[src/rtl/calc_pkg.sv]
`default_nettype none
// ============================================================================
// Module      : calc_pkg
// Description : Shared op codes, FSM state encoding and nibble width for the
//               calculator core and its iterative multiplier.
// Revision    : 1.0 - initial release
// ============================================================================
package calc_pkg;

  localparam int NIB_W = 4;

  localparam logic [3:0] OP_ADD  = 4'd0;
  localparam logic [3:0] OP_SUB  = 4'd1;
  localparam logic [3:0] OP_MUL  = 4'd2;
  localparam logic [3:0] OP_AND  = 4'd3;
  localparam logic [3:0] OP_OR   = 4'd4;
  localparam logic [3:0] OP_NOR  = 4'd5;
  localparam logic [3:0] OP_NOT  = 4'd6;
  localparam logic [3:0] OP_SLT  = 4'd7;
  localparam logic [3:0] OP_SLTU = 4'd8;
  localparam logic [3:0] OP_SLL  = 4'd9;
  localparam logic [3:0] OP_SRL  = 4'd10;
  localparam logic [3:0] OP_SRA  = 4'd11;
  localparam logic [3:0] OP_ROR  = 4'd12;

  typedef enum logic {
    ST_IDLE = 1'b0,
    ST_MUL  = 1'b1
  } state_e;

endpackage
`default_nettype wire

[src/rtl/mul_shift_add.sv]
`default_nettype none
// ============================================================================
// Module      : mul_shift_add
// Description : Unsigned W x W -> 2W shift-add multiplier, one multiplier bit
//               per cycle. done is asserted during the final iteration, with
//               p carrying the product that iteration produces.
// Revision    : 1.0 - initial release
// ============================================================================
module mul_shift_add #(
  parameter int W = 32
) (
  input  logic           clk,
  input  logic           rst_n,
  input  logic           start,
  input  logic [W-1:0]   a,
  input  logic [W-1:0]   b,
  output logic           busy,
  output logic           done,
  output logic [2*W-1:0] p
);

  localparam int            CW   = $clog2(W);
  localparam logic [CW-1:0] LAST = CW'(W - 1);

  logic             busy_q,   busy_d;
  logic [CW-1:0]    cnt_q,    cnt_d;
  logic [2*W-1:0]   mcand_q,  mcand_d;
  logic [W-1:0]     mplier_q, mplier_d;
  logic [2*W-1:0]   acc_q,    acc_d;
  logic [2*W-1:0]   acc_step;

  // Load operands on start, then add the shifted multiplicand for each set bit.
  always_comb begin
    busy_d   = busy_q;
    cnt_d    = cnt_q;
    mcand_d  = mcand_q;
    mplier_d = mplier_q;
    acc_d    = acc_q;
    acc_step = acc_q + (mplier_q[0] ? mcand_q : '0);
    if (!busy_q) begin
      if (start) begin
        busy_d   = 1'b1;
        cnt_d    = '0;
        mcand_d  = {{W{1'b0}}, a};
        mplier_d = b;
        acc_d    = '0;
      end
    end else begin
      acc_d    = acc_step;
      mcand_d  = mcand_q << 1;
      mplier_d = mplier_q >> 1;
      cnt_d    = cnt_q + 1'b1;
      if (cnt_q == LAST) begin
        busy_d = 1'b0;
      end
    end
  end

  // Iteration state register.
  always_ff @(posedge clk or negedge rst_n) begin
    if (!rst_n) begin
      busy_q   <= 1'b0;
      cnt_q    <= '0;
      mcand_q  <= '0;
      mplier_q <= '0;
      acc_q    <= '0;
    end else begin
      busy_q   <= busy_d;
      cnt_q    <= cnt_d;
      mcand_q  <= mcand_d;
      mplier_q <= mplier_d;
      acc_q    <= acc_d;
    end
  end

  assign busy = busy_q;
  assign done = busy_q && (cnt_q == LAST);
  assign p    = acc_step;

endmodule
`default_nettype wire

[src/rtl/calc_core_p.sv]
`default_nettype none
// ============================================================================
// Module      : calc_core_p
// Description : Calculator core: nibble-editable operands A/B, single-cycle
//               ALU/shift ops, iterative multiply, result history and flags.
// Revision    : 1.0 - initial release
// ============================================================================
module calc_core_p
  import calc_pkg::*;
#(
  parameter int W = 32
) (
  input  logic             clk,
  input  logic             rst_n,
  input  logic [W/4-1:0]   inc_lvl,
  input  logic             dec,
  input  logic [1:0]       sel,
  input  logic [3:0]       op,
  input  logic             start,
  output logic             busy,
  output logic             done,
  output logic [W-1:0]     a,
  output logic [W-1:0]     b,
  output logic [2*W-1:0]   result,
  output logic [2*W-1:0]   last_result,
  output logic             zero,
  output logic             carry,
  output logic             ovf,
  output logic             err
);

  localparam int NIB = W / NIB_W;

  logic [1:0]     rst_sync_q, rst_sync_d;
  logic           rst_core_n;
  state_e         state_q,  state_d;
  logic [NIB-1:0] prev_q,   prev_d;
  logic [W-1:0]   a_q,      a_d;
  logic [W-1:0]   b_q,      b_d;
  logic [2*W-1:0] result_q, result_d;
  logic [2*W-1:0] last_q,   last_d;
  logic           zero_q,   zero_d;
  logic           carry_q,  carry_d;
  logic           ovf_q,    ovf_d;
  logic           err_q,    err_d;
  logic           done_q,   done_d;

  logic           mul_start, mul_busy, mul_done;
  logic [2*W-1:0] mul_p;
  logic [NIB-1:0] rise;
  logic [3:0]     step;
  logic           locked;
  logic [W:0]     sum_w, diff_w;
  logic [W-1:0]   alu_res;
  logic           alu_carry, alu_ovf, alu_err;

  // Reset asserts immediately but releases only on a clock edge.
  always_comb rst_sync_d = {rst_sync_q[0], 1'b1};

  // Two-stage reset release synchroniser.
  always_ff @(posedge clk or negedge rst_n) begin
    if (!rst_n) rst_sync_q <= 2'b00;
    else        rst_sync_q <= rst_sync_d;
  end

  assign rst_core_n = rst_sync_q[1];

  mul_shift_add #(.W(W)) u_mul (
    .clk   (clk),
    .rst_n (rst_core_n),
    .start (mul_start),
    .a     (a_q),
    .b     (b_q),
    .busy  (mul_busy),
    .done  (mul_done),
    .p     (mul_p)
  );

  // Single-cycle datapath; shifts work on the low half of the current result.
  always_comb begin
    sum_w     = {1'b0, a_q} + {1'b0, b_q};
    diff_w    = {1'b0, a_q} - {1'b0, b_q};
    alu_res   = '0;
    alu_carry = 1'b0;
    alu_ovf   = 1'b0;
    alu_err   = 1'b0;
    case (op)
      OP_ADD: begin
        alu_res   = sum_w[W-1:0];
        alu_carry = sum_w[W];
        alu_ovf   = (a_q[W-1] == b_q[W-1]) && (sum_w[W-1] != a_q[W-1]);
      end
      OP_SUB: begin
        alu_res   = diff_w[W-1:0];
        alu_carry = diff_w[W];
        alu_ovf   = (a_q[W-1] != b_q[W-1]) && (diff_w[W-1] != a_q[W-1]);
      end
      OP_MUL:  alu_res = '0;
      OP_AND:  alu_res = a_q & b_q;
      OP_OR:   alu_res = a_q | b_q;
      OP_NOR:  alu_res = ~(a_q | b_q);
      OP_NOT:  alu_res = ~a_q;
      OP_SLT:  alu_res = {{(W-1){1'b0}}, ($signed(a_q) < $signed(b_q))};
      OP_SLTU: alu_res = {{(W-1){1'b0}}, (a_q < b_q)};
      OP_SLL:  alu_res = {result_q[W-2:0], 1'b0};
      OP_SRL:  alu_res = {1'b0, result_q[W-1:1]};
      OP_SRA:  alu_res = {result_q[W-1], result_q[W-1:1]};
      OP_ROR:  alu_res = {result_q[0], result_q[W-1:1]};
      default: alu_err = 1'b1;
    endcase
  end

  // Either view of an active multiply locks the operands.
  assign locked = (state_q == ST_MUL) | mul_busy;

  // Next state: button edits, op dispatch, result/flag capture.
  always_comb begin
    state_d   = state_q;
    prev_d    = inc_lvl;
    a_d       = a_q;
    b_d       = b_q;
    result_d  = result_q;
    last_d    = last_q;
    zero_d    = zero_q;
    carry_d   = carry_q;
    ovf_d     = ovf_q;
    err_d     = err_q;
    done_d    = 1'b0;
    mul_start = 1'b0;
    rise      = inc_lvl & ~prev_q;
    step      = dec ? 4'hF : 4'h1;

    // Nibbles wrap independently; no carry between them.
    if (!locked && !sel[1]) begin
      for (int i = 0; i < NIB; i++) begin
        if (rise[i]) begin
          if (!sel[0]) a_d[i*NIB_W +: NIB_W] = a_q[i*NIB_W +: NIB_W] + step;
          else         b_d[i*NIB_W +: NIB_W] = b_q[i*NIB_W +: NIB_W] + step;
        end
      end
    end

    case (state_q)
      ST_IDLE: begin
        if (start) begin
          if (op == OP_MUL) begin
            mul_start = 1'b1;
            state_d   = ST_MUL;
          end else begin
            last_d   = result_q;
            result_d = {{W{1'b0}}, alu_res};
            zero_d   = (alu_res == '0);
            carry_d  = alu_carry;
            ovf_d    = alu_ovf;
            err_d    = alu_err;
            done_d   = 1'b1;
          end
        end
      end
      ST_MUL: begin
        if (mul_done) begin
          last_d   = result_q;
          result_d = mul_p;
          zero_d   = (mul_p == '0);
          carry_d  = 1'b0;
          ovf_d    = |mul_p[2*W-1:W];
          err_d    = 1'b0;
          done_d   = 1'b1;
          state_d  = ST_IDLE;
        end
      end
      default: state_d = ST_IDLE;
    endcase
  end

  // Core state register.
  always_ff @(posedge clk or negedge rst_core_n) begin
    if (!rst_core_n) begin
      state_q  <= ST_IDLE;
      prev_q   <= '0;
      a_q      <= '0;
      b_q      <= '0;
      result_q <= '0;
      last_q   <= '0;
      zero_q   <= 1'b0;
      carry_q  <= 1'b0;
      ovf_q    <= 1'b0;
      err_q    <= 1'b0;
      done_q   <= 1'b0;
    end else begin
      state_q  <= state_d;
      prev_q   <= prev_d;
      a_q      <= a_d;
      b_q      <= b_d;
      result_q <= result_d;
      last_q   <= last_d;
      zero_q   <= zero_d;
      carry_q  <= carry_d;
      ovf_q    <= ovf_d;
      err_q    <= err_d;
      done_q   <= done_d;
    end
  end

  assign busy        = locked;
  assign done        = done_q;
  assign a           = a_q;
  assign b           = b_q;
  assign result      = result_q;
  assign last_result = last_q;
  assign zero        = zero_q;
  assign carry       = carry_q;
  assign ovf         = ovf_q;
  assign err         = err_q;

endmodule
`default_nettype wire

[config.mk]
export PLATFORM = sky130hd
export DESIGN_NAME = calc_core_p
export DESIGN_NICKNAME = d
export VERILOG_FILES = /design/src/rtl/calc_pkg.sv /design/src/rtl/mul_shift_add.sv /design/src/rtl/calc_core_p.sv
export SDC_FILE = /design/constraint.sdc
export NUM_CORES = 1
export LEC_CHECK = 0
export ABC_AREA = 1
export BUFFER_PORTS_ARGS = -buffer_cell sky130_fd_sc_hd__buf_2
export CAP_MARGIN = 20
export CORE_ASPECT_RATIO = 1.75
export CORE_UTILIZATION = 55
export DETAILED_ROUTE_END_ITERATION = 16
export MAX_ROUTING_LAYER = met4
export PLACE_DENSITY = 0.82
export SYNTH_ARGS = -nofsm -noshare
export SYNTH_HDL_FRONTEND = slang
export SYNTH_HIERARCHICAL = 1
export SYNTH_SLANG_ARGS = --single-unit
[constraint.sdc]
create_clock -name clk -period 12.7 [get_ports clk]
set_clock_uncertainty 0.2 [all_clocks]
set_input_delay 0.635 -clock clk [delete_from_list [all_inputs] [get_ports clk]]
set_output_delay 0.635 -clock clk [all_outputs]
set_load 0.05 [all_outputs]
After elaboration in Yosys (flattened, before gate mapping)
Cells that the tools add are included.
{"block": "word_totals", "regBits": 374, "latch_bits": 0, "ram_bits": 0, "rom_bits": 0, "input_bits": 18, "out_inout_bits": 198, "wordCells": 160, "mem_count": 0}
{"block": "op_classes", "addsub": 20, "n_mul": 0, "div_mod_pow": 0, "magnitude_cmp": 2, "eq_ne": 20, "shifts": 0, "mux": 49, "bitwise_logic": 9, "reduce_logical": 29}
{"op": "64-bit 2-to-1 mux", "count": 11}
{"op": "32-bit one-hot mux with 12 select lines", "count": 1}
{"op": "64-bit one-hot mux with 2 select lines", "count": 2}
{"op": "4-bit adder", "count": 16}
{"op": "64-bit adder", "count": 1}
{"op": "64-bit zero test", "count": 1}
{"op": "32-bit < comparator", "count": 2}
{"op": "32-bit 2-to-1 mux", "count": 2}
{"op": "32-bit inverter", "count": 2}
{"op": "3-bit AND reduction", "count": 17}
{"op": "32-bit by 32-bit adder with 33-bit output", "count": 1}
{"op": "32-bit by 32-bit subtractor with 33-bit output", "count": 1}
{"op": "32-bit AND", "count": 1}
{"op": "32-bit zero test", "count": 1}
{"op": "32-bit bitwise OR", "count": 1}
{"op": "32-bit OR reduction", "count": 1}
{"op": "1-bit 2-to-1 mux", "count": 22}
{"op": "4-bit equality test (second input constant)", "count": 5}
{"op": "4-bit by 3-bit equality test with 1-bit output (second input constant)", "count": 4}
{"op": "1-bit one-hot mux with 2 select lines", "count": 8}
{"op": "12-bit OR reduction", "count": 1}
{"op": "5-bit 2-to-1 mux", "count": 2}
{"op": "8-bit AND", "count": 1}
{"op": "4-bit by 2-bit equality test with 1-bit output (second input constant)", "count": 2}
{"op": "15 further kinds", "count": 23}

Logic depth before layout (Yosys ltp)
{"block": "depth", "word_depth": 7, "ltp_mapped": 26}

Cells and area by module
Netlist, hierarchy kept.
{"module": "calc_core_p", "instances": 1, "cells_each": 2436, "area_per_inst_um2": 16517.1, "seq_area_each_um2": 5205.0}
{"module": "mul_shift_add", "instances": 1, "cells_each": 2094, "area_per_inst_um2": 13072.5, "seq_area_each_um2": 4154.0}

Least setup slack after synthesis
No wires, ideal clock.
{"block": "synth_path", "path_type": "register -> register", "from": "reg u_mul.mplier_q[0]", "to": "reg ovf_q (netlist: ovf)", "setup_time_ps": 123, "arrival_time_ps": 3247, "setup_slack_ps": 9130, "path_stages_with_launch": 27, "path_buffers": 2, "synth_period_minus_slack_ps": 3570, "cell_sequence": "dfrtp_1 > clkbuf_1 > clkbuf_1 > nand2_1 > inv_1 > ha_1 > inv_1 > fa_1 > inv_1 > nand3_1 > nand2_2 > nand2_1 > nand2_2 > nand2_1 > nand2_1 > nand2_1 > nand2_2 > nand2_1 > nand2_1 > nand2_1 > and2_1 > nor4_1 > nand4_1 > nor2_1 > a21oi_1 > o21ai_0 > nand2_1"}
{"block": "synth_between", "elab_chain_len": 5}
{"item": "start: declaration", "line_no": "mul_shift_add.sv:28", "text": "logic [W-1:0] mplier_q, mplier_d;"}
{"item": "start signal: assignment", "line_no": "mul_shift_add.sv:71", "text": "mplier_q <= mplier_d;"}
{"item": "64-bit 2-to-1 mux", "line_no": "mul_shift_add.sv:39", "text": "acc_step = acc_q + (mplier_q[0] ? mcand_q : '0);"}
{"item": "64-bit adder", "line_no": "mul_shift_add.sv:39"}
{"item": "via mul_p[46]", "line_no": "calc_core_p.sv:49", "text": "logic [2*W-1:0] mul_p;"}
{"item": "32-bit OR reduction", "line_no": "calc_core_p.sv:166", "text": "ovf_d = |mul_p[2*W-1:W];"}
{"item": "1-bit 2-to-1 mux", "line_no": "calc_core_p.sv:161", "text": "if (mul_done) begin"}
{"item": "1-bit one-hot mux with 2 select lines", "line_no": "calc_core_p.sv:143", "text": "case (state_q)"}
{"item": "end signal: assignment", "line_no": "calc_core_p.sv:199", "text": "ovf_q <= ovf_d;"}
{"item": "end: declaration", "line_no": "calc_core_p.sv:44", "text": "logic ovf_q, ovf_d;"}
The timed path passes the listed nets, and every way through them passes these cells. The select of a mux whose other input is x is not followed.
A chain may end at the register's enable or synchronous reset.

Final worst setup path
Ends and elaborated chain as after synthesis.

==> impl_metrics.toml <==
[setup_path]
r2r_cells = 20
reg2reg_from = "u_mul/mplier_q[0]"
crit_path_start_kind = "flip-flop"
crit_fanout = 65
worstReg2RegEnd = "ovf"
r2r_setup_slack_ns = 7.74
end_kind = "flip-flop"
crit_arrival_ns = 5.25
criticalPathCategory = "reg -> reg"
critPathRequiredTime_ns = 12.99

[clock_network]
numCtsBuffers = 36
cts.sinks = 374
cts_htree_levels = 2
clock_path_buffers = 3
clk_latency_ns = 0.61
cts.repair.resized = 0
clockRootBuffer = "clkbuf_16"
post-cts-setup-buffers = 0
cts_tree = "done"
path_clk_slew_ns = 0.07

[timing]
relSlewSlack = 0.228
period_needed_ns = 4.96
finalHoldViolations = 0
tns_ns = 0
finalSetupViolCount = 0
min_period_over_period = 0.391
fmax_mhz = 202
rsz0062_at_grt = "no"
slew_violations = 0
worstMarginPinSlew_ns = 1.16

[floorplan]
rows = 112
ios = 216
die_x_um = 177
core_mm2 = 0.0533
die_y_um = 309
initial_core_util = 0.556
die_area_mm2 = 0.0548

[synth]
synth-seq-cells = 374
ys_top_cells_by_area = "dfrtp_1 (32%), nand2_1 (20%), inv_1 (9.8%), ha_1 (8.5%), nor2_1 (4.8%)"
synth_top_area_frac = 0.316
synth.most_common_cell = "nand2_1"
netlist_area_mm2 = 0.0296
async_flop_share = 1.00
yosysSeqAreaShare = 0.316
syn_nets = 4768
yosysTopAreaCell = "dfrtp_1"
ys.flop_type = "dfrtp_1"
yosys_warnings = 6
synth_common_cells = "nand2_1 (1592), inv_1 (775), nor2_1 (375)"
synth.distinct_cells = 52
syn_area_per_cell_um2 = 6.53
synthCells = 4530
synth_edf_count = 0

[final_layout]
nets = 4921
drive_gt1_frac = 0.0843
fill_cells = 5123
syn2layout_area_growth_pct = 9.84
multi_input_area_mm2 = 0.0167
regArea_mm2 = 0.00937

[global_routing]
grt_pass1_vias = 30375
track_usage = 0.472
use_met3 = 0.0907
grt_overflow = 0
grt_max_degree = 150
grt.met2_usage = 0.800
grt_pass1_wl_um = 182000
met1_usage = 0.422
antenna_found_initial = 6
top_usage_layer = "met2"

[route]
ant_nets = 0
wl_per_cell_um = 23.3
num_vias = 30863
wirelength_um = 126000
drcViolationCount = 0
drtIter0Drc = 2397
vias_per_cell = 5.72
dr.pass1.iters = 8

[place]
portBuffers = 215
dp_hpwl_um = 96700
place_congestion = 1.15

[pwr]
powerDensity_mw_per_mm2 = 84.1
power_uw = 2730
leakage_uw = 0.0186
ir_worst_vdd_mv = 0.104

[run_status]
status = "complete, no violations"

[hold_path]
min_path_type = "reg -> async"

[job]
maxCapViolCount = 0
## power by group
part / leakage, uW / switching, uW / internal, uW
Sequential: 0.00415 / 25.3 / 1200
Clock: 0.000580 / 523 / 629
Combinational: 0.0138 / 260 / 93.6
## stage by stage
stage	hold WS [ns]	cells	instance area, um^2	utilization	setup WS, ns
after floorplan	0.131	4530	29600	-	1.30
after global placement	0.0749	5320	31200	0.586	7.97
after detailed placement	0.0742	5320	31200	0.586	7.91
after CTS	0.0798	5391	32500	0.610	7.88
after global routing	0.117	5397	32500	0.610	7.38
final	0.0690	5397	32500	0.610	7.74
## registers in the layout (all words and copies together), names as in the netlist
signal	flops
last_result	64
result	64
u_mul/acc_q	64
u_mul/mcand_q	64
a	32
b	32
u_mul/mplier_q	32
prev_q	8
u_mul/cnt_q	5
rst_sync_q	2
carry	1
done	1
err	1
ovf	1
state_q	1
u_mul/busy	1
zero	1
## how the worst max path moves through the flow
stage | from | end | slack, ns | depth (start not counted)
2_1_floorplan | rst_sync_q[1] | a[0] | 1.30 | 0
4_1_cts | u_mul/mplier_q[0] | ovf | 7.88 | 23
5_1_grt | u_mul/mplier_q[0] | ovf | 7.38 | 23
3_3_place_gp | u_mul/mplier_q[0] | ovf | 7.97 | 23
3_5_place_dp | u_mul/mplier_q[0] | ovf | 7.91 | 23
6_report | u_mul/mplier_q[0] | ovf | 7.74 | 20
## cell type report
cell class,instances,share of cell area
flip-flops and latches,374,0.288
clock inverters,17,0.00739
multi-input cells,3228,0.515
well taps,684,0.0263
repair buffers,244,0.0409
inverters,799,0.0924
diodes,6,0.000462
clock buffers,45,0.0297
## metal layers
metal | part of all wire | routed length (um)
met1 | 0.31 | 39000
met2 | 0.49 | 61800
met3 | 0.068 | 8520
met4 | 0.13 | 16300
met5 | 0 | 0
## critical path, cell delays in order (launching register included)
cell and delay (ns):
dfrtp_2 0.34, buf_4 0.59, nand2_1 0.14, inv_1 0.36, ha_1 0.29, nand2_1 0.15
nor2_1 0.62, nand2_1 0.21, inv_1 0.23, nand2_1 0.11, nor2_1 0.12, nand2_1 0.08
nand2_1 0.08, nand2_1 0.06, and2_1 0.25, nor4_1 0.24, nand4_1 0.17, nor2_1 0.28
a21oi_1 0.11, o21ai_0 0.13, nand2_1 0.06
## cells by family after synthesis
group | Yosys count | share of synthesized area
other cells | 1 | 0.000127
compound gates | 518 | 0.107
simple gates | 2409 | 0.334
fa+ha+maj | 220 | 0.0978
buf+inv | 928 | 0.120
flops | 374 | 0.316
xor+xnor | 80 | 0.0247
## timing repair
action | in CTS | in global routing
hold endpoints to repair | 10 | 0
hold buffers | 9 | 0
endpoints found under the setup margin | 0 | 0
## placed cells by master (no fill, tap or decap), types with 5 or more instances in the layout
cell | synthesis | layout
nand2_1 | 1592 | 1591
inv_1 | 775 | 773
nor2_1 | 375 | 370
dfrtp_1 | 374 | 370
nand3_1 | 241 | 241
buf_2 | 26 | 215
ha_1 | 201 | 201
a21oi_1 | 140 | 140
o21ai_0 | 136 | 136
o22ai_1 | 74 | 74
xor2_1 | 59 | 59
nor3_1 | 39 | 39
o221ai_1 | 37 | 37
clkbuf_16 | 0 | 36
and2_1 | 33 | 33
a22oi_1 | 28 | 28
a211oi_1 | 26 | 26
nand2_2 | 25 | 25
inv_2 | 22 | 22
o31ai_1 | 22 | 22
nand4_1 | 20 | 20
a22o_1 | 20 | 20
nor2_2 | 18 | 19
fa_1 | 19 | 19
buf_4 | 3 | 19
o211ai_1 | 18 | 18
xnor2_1 | 17 | 17
nand3b_1 | 17 | 17
nor4_1 | 16 | 16
or2_2 | 13 | 13
dlygate4sd3_1 | 0 | 9
diode_2 | 0 | 6
nor2_4 | 2 | 6
o21bai_1 | 6 | 6
clkbuf_1 | 87 | 6
nor3_2 | 6 | 6
clkinv_2 | 0 | 5
Power figures use the tool's default switching activity.
